[src/rtl/hd44780_sink_if.sv]
// HD44780 character-LCD bus between a driver (master) and the receiving sink (slave).
interface hd44780_sink_if;
    logic       lcd_en;
    logic       lcd_rs;
    logic [3:0] lcd_data;

    modport master (output lcd_en, output lcd_rs, output lcd_data);
    modport slave  (input  lcd_en, input  lcd_rs, input  lcd_data);
endinterface

[src/rtl/hd44780_sink.sv]
// HD44780 bus receiver: strobe capture, 8/4-bit byte assembly, instruction decode
// and a 2x16 character buffer with a registered read port.
module hd44780_sink #(
    parameter int CLEAR_CYCLES = 32
) (
    input  logic          clk,
    input  logic          reset,
    hd44780_sink_if.slave lcd,
    input  logic [4:0]    rd_addr,
    output logic [7:0]    rd_data,
    output logic [6:0]    ac,
    output logic          display_on,
    output logic          four_bit,
    output logic          busy,
    output logic          err,
    output logic          cmd_valid,
    output logic          cmd_rs,
    output logic [7:0]    cmd_byte
);
    localparam int CNT_W = $clog2(CLEAR_CYCLES + 1);
    localparam logic [CNT_W-1:0] CLEAR_LOAD = CNT_W'(CLEAR_CYCLES);

    localparam logic [1:0] ST_IDLE  = 2'd0;
    localparam logic [1:0] ST_POR   = 2'd1;
    localparam logic [1:0] ST_CLEAR = 2'd2;

    logic [1:0]       state;
    logic [CNT_W-1:0] clr_cnt;
    logic [CNT_W-1:0] clr_idx;
    logic             clr_wr;
    logic             en_q;
    logic             rs_q;
    logic [3:0]       data_q;
    logic [3:0]       hi_nib;
    logic             inc;
    logic             phase;
    logic             strobe;
    logic             accept;
    logic             first_nib;
    logic             byte_done;
    logic [7:0]       byte_val;
    logic [5:0]       slot;
    logic [7:0]       mem [0:31];

    // Cursor movement across the two 40-character DDRAM lines.
    function automatic logic [6:0] ac_step(input logic [6:0] a, input logic up);
        if (up) begin
            if (a == 7'h27) return 7'h40;
            if (a == 7'h67) return 7'h00;
            return a + 7'd1;
        end
        if (a == 7'h40) return 7'h27;
        if (a == 7'h00) return 7'h67;
        return a - 7'd1;
    endfunction

    // {stored, index}: only the first 16 columns of each line are kept.
    function automatic logic [5:0] ac_slot(input logic [6:0] a);
        return {(a[5:4] == 2'b00), a[6], a[3:0]};
    endfunction

    assign busy      = (state == ST_CLEAR);
    assign strobe    = en_q && !lcd.lcd_en;
    assign accept    = strobe && (state == ST_IDLE);
    assign first_nib = accept && four_bit && !phase;
    assign byte_done = accept && !(four_bit && !phase);
    assign byte_val  = four_bit ? {hi_nib, data_q} : {data_q, 4'h0};
    assign slot      = ac_slot(ac);
    assign clr_idx   = CLEAR_LOAD - clr_cnt;
    assign clr_wr    = busy && !reset && (clr_idx < CNT_W'(32));

    always_ff @(posedge clk) begin
        if (reset) begin
            state      <= ST_POR;
            clr_cnt    <= '0;
            en_q       <= 1'b0;
            ac         <= 7'h00;
            display_on <= 1'b0;
            four_bit   <= 1'b0;
            inc        <= 1'b1;
            phase      <= 1'b0;
            err        <= 1'b0;
            cmd_valid  <= 1'b0;
            cmd_rs     <= 1'b0;
            cmd_byte   <= 8'h00;
        end else begin
            en_q      <= lcd.lcd_en;
            cmd_valid <= 1'b0;
            if (strobe && busy) err <= 1'b1;

            case (state)
                ST_POR: begin
                    state   <= ST_CLEAR;
                    clr_cnt <= CLEAR_LOAD;
                    ac      <= 7'h00;
                    inc     <= 1'b1;
                end
                ST_CLEAR: begin
                    if (clr_cnt == CNT_W'(1)) state <= ST_IDLE;
                    clr_cnt <= clr_cnt - CNT_W'(1);
                end
                default: ;
            endcase

            if (accept) phase <= first_nib;

            if (byte_done) begin
                cmd_valid <= 1'b1;
                cmd_rs    <= rs_q;
                cmd_byte  <= byte_val;
                if (rs_q) begin
                    ac <= ac_step(ac, inc);
                end else begin
                    casez (byte_val)
                        8'b1???????: ac <= byte_val[6:0];
                        8'b001?????: four_bit <= ~byte_val[4];
                        8'b0001????: if (!byte_val[3]) ac <= ac_step(ac, byte_val[2]);
                        8'b00001???: display_on <= byte_val[2];
                        8'b000001??: inc <= byte_val[1];
                        8'b0000001?: ac <= 7'h00;
                        8'b00000001: begin
                            state   <= ST_CLEAR;
                            clr_cnt <= CLEAR_LOAD;
                            ac      <= 7'h00;
                            inc     <= 1'b1;
                        end
                        default: ;
                    endcase
                end
            end
        end
    end

    // Bus sampling and character storage carry no reset.
    always_ff @(posedge clk) begin
        rs_q   <= lcd.lcd_rs;
        data_q <= lcd.lcd_data;
        if (first_nib) hi_nib <= data_q;
        if (clr_wr) begin
            mem[clr_idx[4:0]] <= 8'h20;
        end else if (byte_done && rs_q && slot[5]) begin
            mem[slot[4:0]] <= byte_val;
        end
    end

    always_ff @(posedge clk) begin
        if (reset) rd_data <= 8'h00;
        else       rd_data <= mem[rd_addr];
    end
endmodule

[src/flat_wrapper.sv]
// flat-port wrapper written by rule: the top's interface ports become plain ports
module hd44780_sink_flat 
#(
    parameter int CLEAR_CYCLES = 32
)
  (clk, reset, rd_addr, rd_data, ac, display_on, four_bit, busy, err, cmd_valid, cmd_rs, cmd_byte, lcd_lcd_en, lcd_lcd_rs, lcd_lcd_data);
  hd44780_sink_if lcd_i ();
  input  logic clk;
  input  logic reset;
  input  logic [4:0] rd_addr;
  output logic [7:0] rd_data;
  output logic [6:0] ac;
  output logic display_on;
  output logic four_bit;
  output logic busy;
  output logic err;
  output logic cmd_valid;
  output logic cmd_rs;
  output logic [7:0] cmd_byte;
  input wire logic [$bits(lcd_i.lcd_en)-1:0] lcd_lcd_en;
  input wire logic [$bits(lcd_i.lcd_rs)-1:0] lcd_lcd_rs;
  input wire logic [$bits(lcd_i.lcd_data)-1:0] lcd_lcd_data;
  assign lcd_i.lcd_en = lcd_lcd_en;
  assign lcd_i.lcd_rs = lcd_lcd_rs;
  assign lcd_i.lcd_data = lcd_lcd_data;
  hd44780_sink #(.CLEAR_CYCLES(CLEAR_CYCLES)) u_core (.clk(clk), .reset(reset), .lcd(lcd_i), .rd_addr(rd_addr), .rd_data(rd_data), .ac(ac), .display_on(display_on), .four_bit(four_bit), .busy(busy), .err(err), .cmd_valid(cmd_valid), .cmd_rs(cmd_rs), .cmd_byte(cmd_byte));
endmodule
[config.mk]
export PLATFORM = sky130hd
export DESIGN_NAME = hd44780_sink_flat
export DESIGN_NICKNAME = d
export VERILOG_FILES = /design/src/rtl/hd44780_sink_if.sv /design/src/rtl/hd44780_sink.sv /design/src/flat_wrapper.sv
export SDC_FILE = /design/constraint.sdc
export NUM_CORES = 1
export LEC_CHECK = 0
export ABC_AREA = 1
export CAP_MARGIN = 20
export CORE_AREA = 5 5 209 191
export DETAILED_ROUTE_END_ITERATION = 16
export DIE_AREA = 0 0 214 196
export SLEW_MARGIN = 5
export SYNTH_ARGS = -nofsm -noshare
export SYNTH_HDL_FRONTEND = slang
export SYNTH_SLANG_ARGS = --single-unit
[constraint.sdc]
create_clock -name clk -period 2.5 [get_ports clk]
set_input_delay 0.25 -clock clk [delete_from_list [all_inputs] [get_ports clk]]
set_output_delay 0.25 -clock clk [all_outputs]
set_load 0.02 [all_outputs]
=== Word-level counts from Yosys, hierarchy flattened ===
Memories as Yosys holds them, arrays and structs flattened. A register that Yosys moved wholly into a read port is not among the register bits.
Index checks and enable logic that the tools add are counted.

* Register bits: 40
* RAM bits: 256
* Input port bits: 13
* Logic and storage cells: 161
* Memories: 1

{| class="wikitable"
|+ Memory list
! name !! words !! width !! rd ports !! clocked after memory_dff !! wr ports !! RTL line !! RTL
|-
| u_core.mem || 32 || 8 || 1 || 1 || 1 || hd44780_sink.sv:43 || <nowiki>logic [7:0] mem [0:31];</nowiki>
|}

* Add/sub/neg operators: 4
* Order comparisons: 1
* Equality and inequality tests: 12
* Multiplexer cells: 104
* Bitwise operators: 2
* Reduce and logical (&&, ||, !) cells: 22

{| class="wikitable"
|+ Operators with widths
! operator !! count
|-
| 2-to-1 mux 7 bit || 22
|-
| 2-to-1 mux 1 bit || 68
|-
| one-hot mux 7 bit (3 select lines) || 1
|-
| 2-to-1 mux 6 bit || 3
|-
| 2-to-1 mux 8 bit || 2
|-
| equality test 7 bit (second input constant) || 2
|-
| equality test 6 x 1 -> 1 bit (second input constant) || 2
|-
| one-hot mux 6 bit (2 select lines) || 1
|-
| logical AND 1 bit || 11
|-
| equality test 8 x 1 -> 1 bit (second input constant) || 1
|-
| 2-to-1 mux 2 bit || 4
|-
| OR reduction 8 bit || 1
|-
| adder 7 x 1 -> 7 bit (second input constant) || 1
|-
| equality test 7 x 1 -> 1 bit (second input constant) || 1
|-
| equality test 7 x 6 -> 1 bit (second input constant) || 1
|-
| zero test 7 bit || 1
|-
| subtractor 7 x 1 -> 7 bit (second input constant) || 1
|-
| < comparator 6 bit (second input constant) || 1
|-
| AND reduction 3 bit || 2
|-
| subtractor 6 x 1 -> 6 bit (second input constant) || 1
|-
| subtractor 6 bit (first input constant) || 1
|-
| equality test 5 x 1 -> 1 bit (second input constant) || 1
|-
| 2-to-1 mux 5 bit || 1
|-
| equality test 4 x 1 -> 1 bit (second input constant) || 1
|-
| 9 further kinds || 14
|}

=== Depth between registers and ports, before layout ===
Gate-level depths: netlist of the first run.

* Word-level depth: 27
* Gate-level depth with buffers: 13
* Gate-level depth less buffers: 13

=== Worst setup path after synthesis of the first run ===
OpenSTA, ideal clock, no wires.

* Path type: reg2reg
* Start: register u_core.four_bit
* End: memory u_core.mem[12][0] (enable)
* Arrival: 2.011 ns
* Data required time: 2.130 ns
* Slack: 0.118 ns
* Cell stages (with the launch flop): 12
* Path buffers: 1
* Cells stage by stage: dfxtp_1 inv_2 o211ai_4 inv_2 nand2_4 nor2_4 nand2_4 buf_6 nand2_1 o21ai_2 nand3_2 nor2_1

* Cells in the longest elaborated chain, start to end: 10

{| class="wikitable"
|+ RTL lines
! item !! RTL line !! RTL
|-
| from (decl) || hd44780_sink.sv:13 || <nowiki>output logic four_bit,</nowiki>
|-
| from (signal assigned) || hd44780_sink.sv:79 || <nowiki>four_bit <= 1'b0;</nowiki>
|-
| logical AND 1 bit (*) || hd44780_sink.sv:66 || <nowiki>assign byte_done = accept && !(four_bit && !phase);</nowiki>
|-
| zero test 1 bit (*) || hd44780_sink.sv:66 ||
|-
| logical AND 1 bit (*) || hd44780_sink.sv:66 ||
|-
| logical AND 1 bit (*) (2 in a row) || hd44780_sink.sv:141 || <nowiki>end else if (byte_done && rs_q && slot[5]) begin</nowiki>
|-
| 2-to-1 mux 1 bit (*) || hd44780_sink.sv:141 ||
|-
| 2-to-1 mux 1 bit (*) || hd44780_sink.sv:139 || <nowiki>if (clr_wr) begin</nowiki>
|-
| 2-to-1 mux 1 bit (implied by the code) (*) || hd44780_sink.sv:142 || <nowiki>mem[slot[4:0]] <= byte_val;</nowiki>
|-
| OR reduction 8 bit (no line) || - ||
|-
| 2-to-1 mux 5 bit (no line) / 2-to-1 mux 1 bit (equally long branches) || - ||
|-
| to (decl) || hd44780_sink.sv:43 ||
|}

Mark *: on every way between the ends. The rest lies on a longest branch, timed or not.

=== Worst setup path after layout of the first run ===
* Start: register u_core.state[0]
* End: memory u_core.mem[29][4] (enable)

* Cells in the longest elaborated chain, start to end: 10

{| class="wikitable"
|+ RTL lines
! item !! RTL line !! RTL
|-
| from (decl) || hd44780_sink.sv:27 || <nowiki>logic [1:0] state;</nowiki>
|-
| from (signal assigned) || hd44780_sink.sv:74 || <nowiki>state <= ST_POR;</nowiki>
|-
| from (signal assigned) || hd44780_sink.sv:93 || <nowiki>state <= ST_CLEAR;</nowiki>
|-
| from (signal assigned) || hd44780_sink.sv:99 || <nowiki>if (clr_cnt == CNT_W'(1)) state <= ST_IDLE;</nowiki>
|-
| zero test 2 bit || hd44780_sink.sv:64 || <nowiki>assign accept = strobe && (state == ST_IDLE);</nowiki>
|-
| logical AND 1 bit || hd44780_sink.sv:64 ||
|-
| logical AND 1 bit || hd44780_sink.sv:66 ||
|-
| logical AND 1 bit (2 in a row) || hd44780_sink.sv:141 ||
|-
| 2-to-1 mux 1 bit || hd44780_sink.sv:141 ||
|-
| 2-to-1 mux 1 bit || hd44780_sink.sv:139 ||
|-
| 2-to-1 mux 1 bit (implied by the code) || hd44780_sink.sv:142 ||
|-
| OR reduction 8 bit (no line) || - ||
|-
| 2-to-1 mux 5 bit (no line) / 2-to-1 mux 1 bit (equally long branches) || - ||
|}

Parallel ways exist; a longest one is shown, timed or not.

==> flow_summary.ini, run 1 <==
[status]
status = completed

[timing]
relSlewSlack_pct = 56.4
setup_violations = 0
fin_ws_ps = 198
fin_worst_skew_ps = 25.7
hold_viol = 0
fin_crit_ps = 2300
max_freq_mhz = 434
slew_violations = 0
fin_crit_sh_pct = 92.1
tightest_slew_ps = 651

[layout]
syn2layout_area_growth_pct = 19.8
diodes = 0
final_cell_count_no_fill = 1783
drive_above_1_share_pct = 12.4
nets = 1291
fin_area_sq_um = 15500
mostFrequentLayoutCells = edfxtp_1 (260), nor2_1 (221), o21ai_0 (163)
fin_util_pct = 41.0
layout_commonest_cell = edfxtp_1

[global_route]
grt_max_degree = 105
grt_pass1_vias = 9195
grt_pass1_wl_microns = 53400
gr-total-overflow = 0
antenna_found_initial = 2
gr-usage-all-layers_pct = 16.0

[synth]
synthesis.area_sq_um = 12900
synthTopCellsByArea = edfxtp_1 (61%), dfxtp_1 (6.8%), nor2_1 (6.7%)
ys_ff_latch = 304
synth_top_area_cell = edfxtp_1
async_reset_ff_share_pct = 0
synth_top_flop_cell = edfxtp_1
ys_seq_area_share_pct = 67.4
synth_cell_type_count = 37
avgSynthCellArea_sq_um = 11.0
synthCells = 1177
synth_edf_count = 260
syn_nets = 1198
yosys_warnings = 0
synth_top_area_share_pct = 60.5

[floorplan]
start_util_pct = 34.2
die_w_microns = 214
top_level_ports = 42
die_area_sq_um = 41900
rows = 68
die_y_microns = 196
core-area_sq_um = 37700

[min_path]
min_path_type = in2reg
holdPathStages = 1
hp-start = lcd_lcd_rs
hold_end = u_core.rs_q$_DFF_P_

[clock_tree]
cts.clk_slew.worst_paths_ps = 60
clock-root-buffer = clkbuf_16
clock_latency_ps = 570
numCtsBuffers = 31
cts_sinks = 304
cts_tree = yes
h-tree-depth = 1
clock_path_buffers = 3

[detailed_routing]
wirelength_microns = 34600
via_per_inst = 5.30
drt_iter0_markers = 759
drtPass1Iterations = 6
ant_nets = 0
drc = 0
vias = 9444
wl_per_cell_microns = 19.4

[setup_path]
worstSetupStartpointType = flip-flop
crit_path_end_kind = flip-flop
reg2reg_depth = 12
reg2reg_setup_slack_ps = 200
crit_type = reg2reg
critPathMaxFanout = 11
arrival_ps = 2580
worstPathRequired_ps = 2780
r2r_start = u_core.state[0]$_SDFF_PP1_
rr_endpoint = u_core.mem[29][4]$_DFFE_PP_

[place]
pre_cts_slack_ps = -94.0
dpl_cell_area_sq_um = 14400
gp_congestion = 0.878
dpl.hpwl_microns = 22400
dp.cells = 1726
io_buffers = 41

[power_and_ir_drop]
leakage_nw = 5.53
p_total_mw = 10.8
vdd_drop_max_uv = 559
powerDensity_nw_per_um2 = 697

[flow_run]
drv_cap = 0
cell type report:
| class | count | area (sq um) |
|---|---|---|
| multi-input combinational | 747 | 3760 |
| clock inverter | 15 | 160 |
| inverter | 65 | 245 |
| clock buffer | 41 | 813 |
| sequential | 304 | 8690 |
| fill | 3568 | 22200 |
| tap | 490 | 613 |
| timing repair buffer | 121 | 1170 |
registers in the layout, indices dropped and copies added (netlist names), 2 cells and up:
register / flops
u_core.rd_data: 8
u_core.clr_cnt: 6
u_core.ac: 7
u_core.data_q: 4
u_core.state: 2
u_core.cmd_byte: 8
u_core.mem: 256
u_core.hi_nib: 4
metal layers:
| metal | vias to the layer above | global-route usage (%) | routed length (microns) |
|---|---|---|---|
| met3 | 64 | 3.26 | 2860 |
| met5 | - | 0 | 25 |
| met1 | 4539 | 22.8 | 15400 |
| li1 | 4429 | - | - |
| met4 | 4 | 4.37 | 835 |
| met2 | 408 | 25.0 | 15500 |
cell usage after synthesis, types with 3 or more instances:
cell / n
edfxtp_1: 260
nor2_1: 230
o21ai_0: 163
nand2_1: 127
nand3_1: 82
inv_1: 59
clkbuf_1: 52
o221ai_1: 52
dfxtp_1: 44
a21oi_1: 19
nand4_1: 15
o22ai_1: 14
ha_1: 8
nand3_2: 6
buf_2: 5
inv_2: 4
o211ai_1: 3
xor2_1: 3
power breakdown:
group	switching [mW]	internal, mW	total (mW)
Clock	1.90	2.59	4.49
Combinational	0.524	0.264	0.787
Sequential	0.0241	5.47	5.49
cell families (layout without fill, tap and decap cells):
| logic type | count (synthesis) | count (layout) | synth area share [%] |
|---|---|---|---|
| flip-flops | 304 | 304 | 67.4 |
| AO/OA/AOI/OAI | 263 | 263 | 12.2 |
| AND/OR/NAND/NOR | 471 | 471 | 15.5 |
| adder cells (fa/ha/maj) | 8 | 8 | 0.776 |
| XOR/XNOR | 5 | 5 | 0.340 |
| buffers and inverters | 126 | 242 | 3.80 |
repair_timing:
| item | in CTS | in global routing |
|---|---|---|
| endpoints found under the hold margin | 0 | 0 |
| endpoints found under the setup margin | 0 | 125 |
| setup buffers | 0 | 1 |
| gates resized for setup | 0 | 9 |
| hold buffers | 0 | 0 |
worst max-delay path by stage:
stage	start	to	depth (start not counted)
after floorplan	u_core.four_bit$_SDFFE_PP0P_	u_core.mem[12][0]$_DFFE_PP_	11
after global placement	lcd_lcd_en	u_core.mem[23][7]$_DFFE_PP_	13
after detailed placement	lcd_lcd_en	u_core.mem[23][7]$_DFFE_PP_	13
after CTS	u_core.state[0]$_SDFF_PP1_	u_core.mem[23][0]$_DFFE_PP_	13
after global routing	u_core.state[0]$_SDFF_PP1_	u_core.mem[16][2]$_DFFE_PP_	13
final	u_core.state[0]$_SDFF_PP1_	u_core.mem[29][4]$_DFFE_PP_	12
critical path, cell delays in order, from the launching register on:
cell,delay (ps)
dfxtp_1,330
inv_1,80
ha_2,210
o211ai_4,90
inv_2,90
nand2_4,60
nor2_4,160
nand2_4,110
o21ai_2,240
nand3_1,120
buf_4,180
nor2_1,150
buf_4,190
stage by stage:
stage          hold slack, ps  TNS [ps]
3_3_place_gp              447     -1110
4_1_cts                   111         0
6_report                  132         0
3_5_place_dp              458     -4030
5_1_grt                   113   -0.0233
2_1_floorplan             278         0
Power figures use the tool's default switching activity.
==> run 2: changes to the inputs <==
Settings changed: CORE_AREA 5 5 209 191 to 2 2 206 188, DIE_AREA 0 0 214 196 to 0 0 208 190.
==> run 2 against run 1 <==
Net effect:
- clock power increased by 15%
- non-clock buffer count decreased by 4
- register-to-register slack improved by 30 ps
- cell area increased by 0.96%
- via count decreased by 0.36%
- critical path type unchanged
==> flow_summary.ini, run 2 (synthesis gave the netlist of run 1 again) <==
[status]
status = completed

[power_and_ir_drop]
clkPwrFrac_pct = 45.2
comb_power_share_pct = 6.9
vdd_drop_max_uv = 345
leakage_nw = 5.61
p_total_mw = 11.5
p_seq_share_pct = 48.0
p_int_mw = 8.87
switchingPower_mw = 2.58
p_sw_share_pct = 22.5
powerDensity_nw_per_um2 = 734

[setup_path]
arrival_ps = 2490
crit_type = reg2reg
worstPathRequired_ps = 2720
crit_path_end_kind = flip-flop
critPathMaxFanout = 11
worstSetupStartpointType = flip-flop

[timing]
fin_crit_sh_pct = 90.8
setup_violations = 0
grt_setup_unrepaired = no
relSlewSlack_pct = 56.9
hold_viol = 0
max_freq_mhz = 440
slew_violations = 0
fin_worst_skew_ps = 33.8
fin_crit_ps = 2270
tightest_slew_ps = 645

[clock_tree]
clock_path_buffers = 3
cts_hold_buf = 0
clock_latency_ps = 530
numCtsBuffers = 34
cts.clk_slew.worst_paths_ps = 60
cts_sinks = 304
clock-root-buffer = clkbuf_16
post_cts_resized = 0
postCtsSetupBuffers = 0
h-tree-depth = 2
cts_tree = yes

[detailed_routing]
drt_iter0_markers = 784
wirelength_microns = 34800
via_per_inst = 5.27
wl_per_cell_microns = 19.5
ant_nets = 0
drtPass1Iterations = 5
vias = 9410
drc = 0

[floorplan]
die_w_microns = 208
start_util_pct = 34.3
core-area_sq_um = 37600
rows = 68
die_y_microns = 190
die_area_sq_um = 39500
top_level_ports = 42

[place]
dpl_cell_area_sq_um = 14400
io_buffers = 41
gp_congestion = 0.869
dp.cells = 1723
dpl.hpwl_microns = 22000

[global_route]
grt_max_degree = 90
grt_pass1_vias = 9245
gr-total-overflow = 0
grt_pass1_wl_microns = 53700
antenna_found_initial = 0
gr-usage-all-layers_pct = 17.6

[layout]
syn2layout_area_growth_pct = 21.0
final_cell_count_no_fill = 1784
layout_commonest_cell = edfxtp_1
mostFrequentLayoutCells = edfxtp_1 (260), nor2_1 (223), o21ai_0 (163)
diodes = 0
drive_above_1_share_pct = 12.8
largest_register_ffs = 256
nets = 1290
fin_util_pct = 41.5
final.fill_count = 3562
fin_area_sq_um = 15600

[min_path]
min_path_type = in2reg

[flow_run]
drv_cap = 0
-- run 2: worst paths after layout --
check	end	cells past startpoint	slack [ps]	from
worst max register to register	u_core.mem[31][6]$_DFFE_PP_	14	230	u_core.state[1]$_SDFF_PP0_
worst min register to register	u_core.hi_nib[2]$_DFFE_PP_	0	470	u_core.data_q[2]$_DFF_P_
worst max-delay path	u_core.mem[31][6]$_DFFE_PP_	14	230	u_core.state[1]$_SDFF_PP0_
worst min-delay path	u_core.data_q[3]$_DFF_P_	1	170	lcd_lcd_data[3]
-- run 2: through the flow --
stage | setup TNS (ps) | hold slack, ps | setup slack [ps]
after global placement | -3910 | 458 | -59.9
final | 0 | 166 | 230
after global routing | 0 | 169 | 13.9
after floorplan | 0 | 278 | 118
after CTS | 0 | 150 | 144
after detailed placement | -15150 | 452 | -114
-- run 2: area by class of cell --
cell class                      instances  area, sq um  area share, %
Clock inverter                         19          258           1.65
Inverter                               65          245           1.57
Timing Repair Buffer                  117         1140           7.28
Multi-Input combinational cell        747         3750           24.0
Sequential cell                       304         8690           55.7
Clock buffer                           42          911           5.84
Tap cell                              490          613           3.93
-- run 2: per-layer routing --
layer  vias to the layer above  wire length [microns]  GRT usage, %
met2                       407                  15900          27.8
li1                       4431                      -             -
met1                      4523                  15500          24.7
met3                        49                   2740          3.33
met5                         -                      0             0
met4                         0                    697          5.13
-- run 2: worst max-delay path: stages (launching register included) --
cell	delay, ps
dfxtp_1	380
inv_1	80
ha_2	200
o211ai_4	90
inv_2	70
nand2_4	80
nor2_4	50
nand2_4	130
buf_4	130
nand2_1	40
o21ai_1	100
nand3_1	140
buf_12	180
nor2_1	100
buf_4	200
-- run 2: power groups by stage --
stage	combinational, mW	sequential [mW]	clock [mW]
after floorplan	0.472	5.61	0
after global placement	0.768	5.60	0
after detailed placement	0.773	5.60	0
after CTS	0.776	5.49	5.27
after global routing	0.862	5.49	5.46
final	0.785	5.49	5.17
==> run 3: changes to the inputs <==
Settings changed: PLACE_DENSITY from default to 0.55.
==> run 3 against run 2 <==
Net effect:
- combinational power increased by 0.6%
- cell area is essentially flat
- clock-buffer cell count is 2 higher
- routed wire length is 0.81% higher
- highest routed layer unchanged
==> flow_summary.ini, run 3 (synthesis gave the netlist of run 1 again) <==
[setup_path]
crit_path_cell_trace = inv_1 > ha_1 > o211ai_4 > inv_2 > nand2_4 > nor2_4 > nand2_4 > nand2_1 > nand2_1 > inv_2 > buf_4 > nand3_2 > nor2_1 > buf_4
arrival_ps = 2510
crit_path_end_kind = flip-flop
worstPathRequired_ps = 2710
worstSetupStartpointType = flip-flop
crit_type = reg2reg
critPathMaxFanout = 11
critical-path-max-stage-delay_ps = 330
critPathSlowestCell = dfxtp_2

[detailed_routing]
ant_nets = 0
vias = 9461
wirelength_microns = 35100
wl_per_cell_microns = 19.6
drt_iter0_markers = 1028
drtPass1Iterations = 6
drc = 0
via_per_inst = 5.29

[layout]
layout_commonest_cell = edfxtp_1
syn2layout_area_growth_pct = 21.0
final_cell_count_no_fill = 1787
diodes = 0
drive_above_1_share_pct = 12.3
largest_register_ffs = 256
mostFrequentLayoutCells = edfxtp_1 (260), nor2_1 (223), o21ai_0 (163)
nets = 1294

[floorplan]
die_area_sq_um = 39500
die_y_microns = 190
top_level_ports = 42
die_w_microns = 208
start_util_pct = 34.3
core-area_sq_um = 37600
rows = 68

[place]
dp.cells = 1726
io_buffers = 41
pre_cts_slack_ps = -65.8
gp_congestion = 0.863
dpl.hpwl_microns = 22000

[power_and_ir_drop]
switchingPower_mw = 2.51
powerDensity_nw_per_um2 = 727
p_int_mw = 8.83
p_sw_share_pct = 22.2
clkPwrFrac_pct = 44.6
p_seq_share_pct = 48.4
leakage_nw = 5.62
comb_power_share_pct = 7.0
vdd_drop_max_uv = 405

[clock_tree]
cts_tree = yes
h-tree-depth = 2
clock_latency_ps = 520
cts.clk_slew.worst_paths_ps = 60
cts_hold_buf = 0
clock_path_buffers = 3
clock-root-buffer = clkbuf_16
numCtsBuffers = 34
cts_sinks = 304

[timing]
relSlewSlack_pct = 53.5
fin_crit_ps = 2310
max_freq_mhz = 433
hold_viol = 0
fin_ws_ps = 192
fin_worst_skew_ps = 29.5
setup_violations = 0
tightest_slew_ps = 696
slew_violations = 0
fin_crit_sh_pct = 92.3

[global_route]
grt_max_degree = 105
gr-total-overflow = 0
grt_pass1_wl_microns = 53600
gr-usage-all-layers_pct = 17.6
grt_pass1_vias = 9016
antenna_found_initial = 1

[min_path]
min_path_type = in2reg

[status]
status = completed

[flow_run]
drv_cap = 0
-- run 3: changes by cell type in the layout (fill, tap and decap cells not counted), sizes merged --
cell	delta
inv	-1
clkbuf	+2
buf	+4
clkinvlp	-2
-- run 3: metrics by stage --
stage | utilization [%] | hold WS (ps) | instance area (sq um) | TNS (ps) | power, mW
5_1_grt | 41.5 | 164 | 15600 | -3.13 | 11.7
6_report | 41.5 | 177 | 15600 | 0 | 11.3
2_1_floorplan | - | 278 | 12900 | 0 | 6.09
4_1_cts | 41.4 | 155 | 15600 | 0 | 11.5
3_5_place_dp | 38.4 | 448 | 14500 | -3140 | 6.38
3_3_place_gp | 38.4 | 451 | 14500 | -556 | 6.38
-- run 3: area by class of cell --
class / instances / area, sq um
flip-flops and latches: 304 / 8690
fillers: 3625 / 22000
well taps: 490 / 613
clock buffers: 44 / 908
multi-input cells: 747 / 3740
repair buffers: 121 / 1180
clock inverters: 16 / 221
inverters: 65 / 245
-- run 3: path summary, 6_finish.rpt --
kind                            cells after the start                  startpoint                         end  slack, ps
worst max-delay path                               14  u_core.state[0]$_SDFF_PP1_  u_core.mem[2][5]$_DFFE_PP_        190
worst min-delay path                                1             lcd_lcd_data[3]    u_core.data_q[3]$_DFF_P_        180
worst max register to register                     14  u_core.state[0]$_SDFF_PP1_  u_core.mem[2][5]$_DFFE_PP_        190
worst min register to register                      0    u_core.data_q[2]$_DFF_P_  u_core.hi_nib[2]$_DFFE_PP_        470
-- run 3: worst max-delay path: cells and delay by family, from the launching register on --
kind / cells / cell delay [ps]
buffers and inverters: 5 / 570
AOI/OAI and AO/OA: 1 / 100
and+or+nand+nor: 7 / 760
DFF: 1 / 330
adders and majority gates: 1 / 230
-- run 3: power by group through the flow --
stage | combinational, mW | sequential (mW) | clock (mW)
2_1_floorplan | 0.472 | 5.61 | 0
3_5_place_dp | 0.784 | 5.60 | 0
4_1_cts | 0.787 | 5.49 | 5.18
5_1_grt | 0.867 | 5.49 | 5.38
6_report | 0.790 | 5.49 | 5.06
3_3_place_gp | 0.783 | 5.60 | 0
-- run 3: per-layer routing --
layer / wire (microns) / vias to the layer above / track usage, %
met4: 750 / 0 / 4.86
met3: 2580 / 58 / 3.27
li1: - / 4429 / -
met5: 0 / - / 0
met1: 16000 / 4589 / 25.4
met2: 15700 / 385 / 27.2
-- run 3: repair_timing --
action	4_1_cts	5_1_grt
hold endpoints to repair	0	0
buffers inserted	0	1
endpoints found under the setup margin	0	65
gates resized for setup	0	3
